`config.mk`:
```
export PLATFORM = sky130hd
export DESIGN_NAME = pipe_mem_memwb
export DESIGN_NICKNAME = d
export VERILOG_FILES = /design/src/rtl/pipe_mem_memwb.sv
export SDC_FILE = /design/constraint.sdc
export NUM_CORES = 1
export LEC_CHECK = 0
export BUFFER_PORTS_ARGS = -buffer_cell sky130_fd_sc_hd__buf_2
export CAP_MARGIN = 20
export CORE_MARGIN = 8
export CORE_UTILIZATION = 44
export DETAILED_ROUTE_END_ITERATION = 12
export PLACE_DENSITY_LB_ADDON = 0.15
export SLEW_MARGIN = 20
export SYNTH_ARGS = -nofsm -noshare
export SYNTH_HDL_FRONTEND = slang
export SYNTH_SLANG_ARGS = --single-unit
export TNS_END_PERCENT = 10
```
`constraint.sdc`:
```
create_clock -name clk -period 2.08 [get_ports clk]
set_input_delay 0.312 -clock clk [delete_from_list [all_inputs] [get_ports clk]]
set_output_delay 0.312 -clock clk [all_outputs]
set_load 0.02 [all_outputs]
```
`src/rtl/pipe_mem_memwb.sv`:
```
// MEM stage with MEM/WB register: one data-memory request per access,
// waits for mem_ack with a timeout, flags misaligned or timed-out accesses.
// Ports: clk, reset (sync, active-low); EXMEM in, MEMWB out;
// dataEXMEM/dataMEMWB forwarding; MemStall, AlignErr, BusErr status;
// mem_req/mem_we/mem_addr/mem_wdata out, mem_rdata/mem_ack in.
module pipe_mem_memwb #(
  parameter int TIMEOUT = 255
) (
  input  logic        clk,
  input  logic        reset,
  input  logic [72:0] EXMEM,
  output logic [70:0] MEMWB,
  output logic [31:0] dataEXMEM,
  output logic [31:0] dataMEMWB,
  output logic        MemStall,
  output logic        AlignErr,
  output logic        BusErr,
  output logic        mem_req,
  output logic        mem_we,
  output logic [31:0] mem_addr,
  output logic [31:0] mem_wdata,
  input  logic [31:0] mem_rdata,
  input  logic        mem_ack
);

  typedef enum logic {
    S_IDLE,
    S_WAIT
  } state_t;

  localparam logic [7:0] TLAST = 8'(TIMEOUT - 1);

  state_t      state, state_d;
  logic [7:0]  cnt, cnt_d;
  logic        req_d, we_d;
  logic [31:0] addr_d, wdata_d;
  logic        align_d, bus_d;
  logic [70:0] memwb_d;
  logic        stall;
  logic        access, aligned;

  assign access  = EXMEM[72] | EXMEM[71];
  assign aligned = (EXMEM[1:0] == 2'b00);

  always_comb begin
    state_d = state;
    cnt_d   = cnt;
    req_d   = mem_req;
    we_d    = mem_we;
    addr_d  = mem_addr;
    wdata_d = mem_wdata;
    align_d = 1'b0;
    bus_d   = 1'b0;
    memwb_d = '0;
    stall   = 1'b0;
    unique case (state)
      S_IDLE: begin
        if (access && aligned) begin
          stall   = 1'b1;
          state_d = S_WAIT;
          req_d   = 1'b1;
          // MemWrite wins when both access bits are set
          we_d    = EXMEM[71];
          addr_d  = EXMEM[31:0];
          wdata_d = EXMEM[63:32];
          cnt_d   = '0;
        end else if (access) begin
          align_d = 1'b1;
        end else begin
          memwb_d = {EXMEM[70:64], 32'b0, EXMEM[31:0]};
        end
      end
      S_WAIT: begin
        if (mem_ack) begin
          state_d = S_IDLE;
          req_d   = 1'b0;
          we_d    = 1'b0;
          memwb_d = {EXMEM[70:64],
                     mem_we ? 32'b0 : mem_rdata,
                     EXMEM[31:0]};
        end else if (cnt == TLAST) begin
          state_d = S_IDLE;
          req_d   = 1'b0;
          we_d    = 1'b0;
          bus_d   = 1'b1;
        end else begin
          stall = 1'b1;
          if (cnt != 8'hFF) cnt_d = cnt + 8'd1;
        end
      end
      default: state_d = S_IDLE;
    endcase
  end

  always_ff @(posedge clk) begin
    if (!reset) begin
      state     <= S_IDLE;
      cnt       <= '0;
      mem_req   <= 1'b0;
      mem_we    <= 1'b0;
      mem_addr  <= '0;
      mem_wdata <= '0;
      AlignErr  <= 1'b0;
      BusErr    <= 1'b0;
      MEMWB     <= '0;
    end else begin
      state     <= state_d;
      cnt       <= cnt_d;
      mem_req   <= req_d;
      mem_we    <= we_d;
      mem_addr  <= addr_d;
      mem_wdata <= wdata_d;
      AlignErr  <= align_d;
      BusErr    <= bus_d;
      MEMWB     <= memwb_d;
    end
  end

  // Reset overrides any stall request so upstream is never frozen in reset
  assign MemStall  = reset & stall;
  assign dataEXMEM = EXMEM[31:0];
  assign dataMEMWB = MEMWB[69] ? MEMWB[63:32] : MEMWB[31:0];

endmodule
```
==> key figures <==
Final layout
  • Post-route cell area: 7420 um^2
  • Area Overhead vs Synth: 38.1%
  • Share of layout cells above drive strength 1: 45.9%
  • Fillcell total: 1047
  • # diodes: 0
  • Layout Nets: 960
  • Most common cell after layout, fill and taps aside: buf_2
  • Most frequent cells in the layout: buf_2, dfxtp_1, nand2_1, and2_1, a21oi_1

STA
  • Slew HR: 57.5%
  • Skew final: 0.00654 ns
  • Fin. max-slew vios: 0
  • Max Fclk: 503 MHz
  • Final Hold Fails: 0
  • Min cycle time layout: 1.99 ns
  • Crit share post-route: 95.6%
  • Final TNS setup: 0 ns
  • Endpoints failing setup: 0
  • RSZ-0062 raised after global routing: false
  • Slew @ Worst Pin: 0.637 ns

Critical path
  • Worst-path maximum fanout: 33
  • Arrival @ worst endpoint: 1.68 ns
  • CP Capture Type: primary output
  • WS Path Type: flop to primary output
  • Critical Path RT: 1.77 ns
  • Worst setup SP type: flop

Clock tree
  • CTS Root Cell: clkbuf_16
  • CTS tree: done
  • Num Clock Sinks: 148
  • CTS Buf Count: 17
  • Post-CTS Setup Bufs: 0
  • Clock Tree Buf Depth: 2
  • H-tree depth: 4
  • Clk slew on worst S/H paths: 0.06 ns
  • Worst-Skew Late Latency: 0.41 ns

Drt
  • Post-route ant nets: 0
  • Via count: 4819
  • Vias per cell: 4.78
  • DR WL/cell: 16.9 um
  • Remaining DRCs: 0
  • Routed WL: 17000 um
  • Drt pass-1 iters: 4
  • Initial DRC count: 267

Floorplanning
  • Die Ht: 126 um
  • Area of the core: 12000 um^2
  • Die W: 126 um
  • I/O Pins: 312
  • Die ar.: 16000 um^2
  • Rows: 40
  • Initial Util: 44.9%

GRT
  • Largest net degree at the start of global routing: 37
  • GRT Resource Usage Total: 20.5%
  • Initial antenna violation count: 0
  • Vias in the first global route: 4857
  • Global-route wire length before repair: 26000 um
  • GR Overflow Total: 0

Place
  • Placement Cell Area: 6820 um^2
  • Post-DP HPWL: 13400 um
  • Port bufs: 311
  • Routability cong.: 0.813

Run
  • Max Cap Viol: 0

Power
  • Pwr dens: 898 nW/um^2
  • Pleak: 3.71 nW
  • Total power: 6.66 mW
  • Worst VDD drop: 0.000491 V

Outcome
  • Status: finished, final reports clean

Synth
  • Post-Syn Area: 5370 um^2
  • Syn_area_per_cell: 9.33 um^2
  • Number of synthesized register bits: 148
  • Gate Count Post-Synth: 576
  • Yosys warns: 0
  • Netlist cell types: 32
  • Syn_nets: 686
  • Post-synthesis sequential area ratio: 55.2%

Min path
  • Min-Delay Path Class: input port to flop
worst max-delay path, cell delays in order (launching register included):
cell and delay [ns]:
dfxtp_2 0.31, buf_4 0.37, mux2_2 0.41, buf_2 0.17
synthesized netlist by cell type:
library cell    n  share of area, %
nand2_1       134               9.4
a311oi_2        1              0.28
a311oi_1        1              0.16
o31ai_1         2              0.28
buf_2           8              0.75
nand3_1         7              0.65
inv_1           3              0.21
nor2_1          5              0.35
ha_1            2              0.47
nand4_1         3              0.35
and4b_1         1              0.19
nor2b_1         1              0.12
nor3_1          4              0.37
or2_1           1              0.12
or4_1           1              0.14
o221ai_1        4              0.65
nor4_1          1              0.12
buf_4          35               4.9
o21ai_0         4              0.37
nand4b_1        4              0.65
and4_1          1              0.16
o21a_2          1              0.16
mux2_2         32               6.7
buf_1           4              0.28
and2_1         71               8.3
o211ai_1        1              0.14
clkbuf_1       22               1.5
a21oi_1        68               6.3
and3_1          3              0.35
nand2b_1        2              0.23
dfxtp_1       148                55
mux2i_1         1              0.19
cell type report:
type	count	area, um^2	area share [%]
Timing Repair Buffer	324	1660	22.3
Clock buffer	21	480	6.48
Clock inverter	10	105	1.42
Inverter	3	11.3	0.152
Tap cell	147	184	2.48
Sequential cell	148	2970	40.0
Multi-Input combinational cell	356	2010	27.1
state kept, by name, summed over array words and instances, names as in the netlist:
signal     cells
mem_we         1
state          1
cnt            8
BusErr         1
mem_req        1
AlignErr       1
mem_wdata     32
mem_addr      32
MEMWB         71
final timing paths:
kind / start / endpoint / slack [ns] / cells after the start
setup / recovery: MEMWB[69] / dataMEMWB[0] / 0.09 / 3
hold / removal: mem_rdata[16] / MEMWB[48] / 0.1 / 2
setup reg to reg: cnt[1] / cnt[2] / 0.35 / 5
hold reg to reg: mem_addr[31] / mem_addr[31] / 0.45 / 2
per-layer routing:
| metal | global-route usage, % | wire length (um) | vias up |
|---|---|---|---|
| met5 | 0 | 0 | - |
| met4 | 7.78 | 245 | 0 |
| met3 | 7.25 | 1390 | 19 |
| met2 | 37.5 | 8960 | 205 |
| met1 | 20.9 | 6440 | 2193 |
| li1 | - | - | 2402 |
logic make-up after synthesis:
family                   after synthesis  share of synthesized area (%)
AND/OR/NAND/NOR                      239                           21.4
adder cells (fa/ha/maj)                2                          0.466
flip-flops                           148                           55.2
multiplexers                          33                           6.90
AO/OA/AOI/OAI                         82                           8.39
buffers and inverters                 72                           7.66
through the flow:
step / instances / hold slack [ns] / worst slack [ns] / util [%]
final: 1009 / 0.0974 / 0.0914 / 62.0
after global placement: 978 / 0.440 / 0.266 / 57.0
after CTS: 1009 / 0.0788 / 0.0455 / 62.0
after global routing: 1009 / 0.0868 / 0.0202 / 62.0
after floorplan: 576 / 0.434 / 0.268 / -
after detailed placement: 978 / 0.443 / 0.259 / 57.0
power breakdown:
group / switching (mW) / internal (mW)
combinational: 0.446 / 0.258
clock: 1.11 / 1.87
sequential: 0.0442 / 2.93
total: 1.61 / 5.05
what timing repair did:
item                                    CTS  global route
resized for setup                         4             1
gates cloned                              0             0
endpoints found under the setup margin    1             1
hold buffers                              0             0
hold endpoints to repair                  0             0
Power figures use the tool's default switching activity.
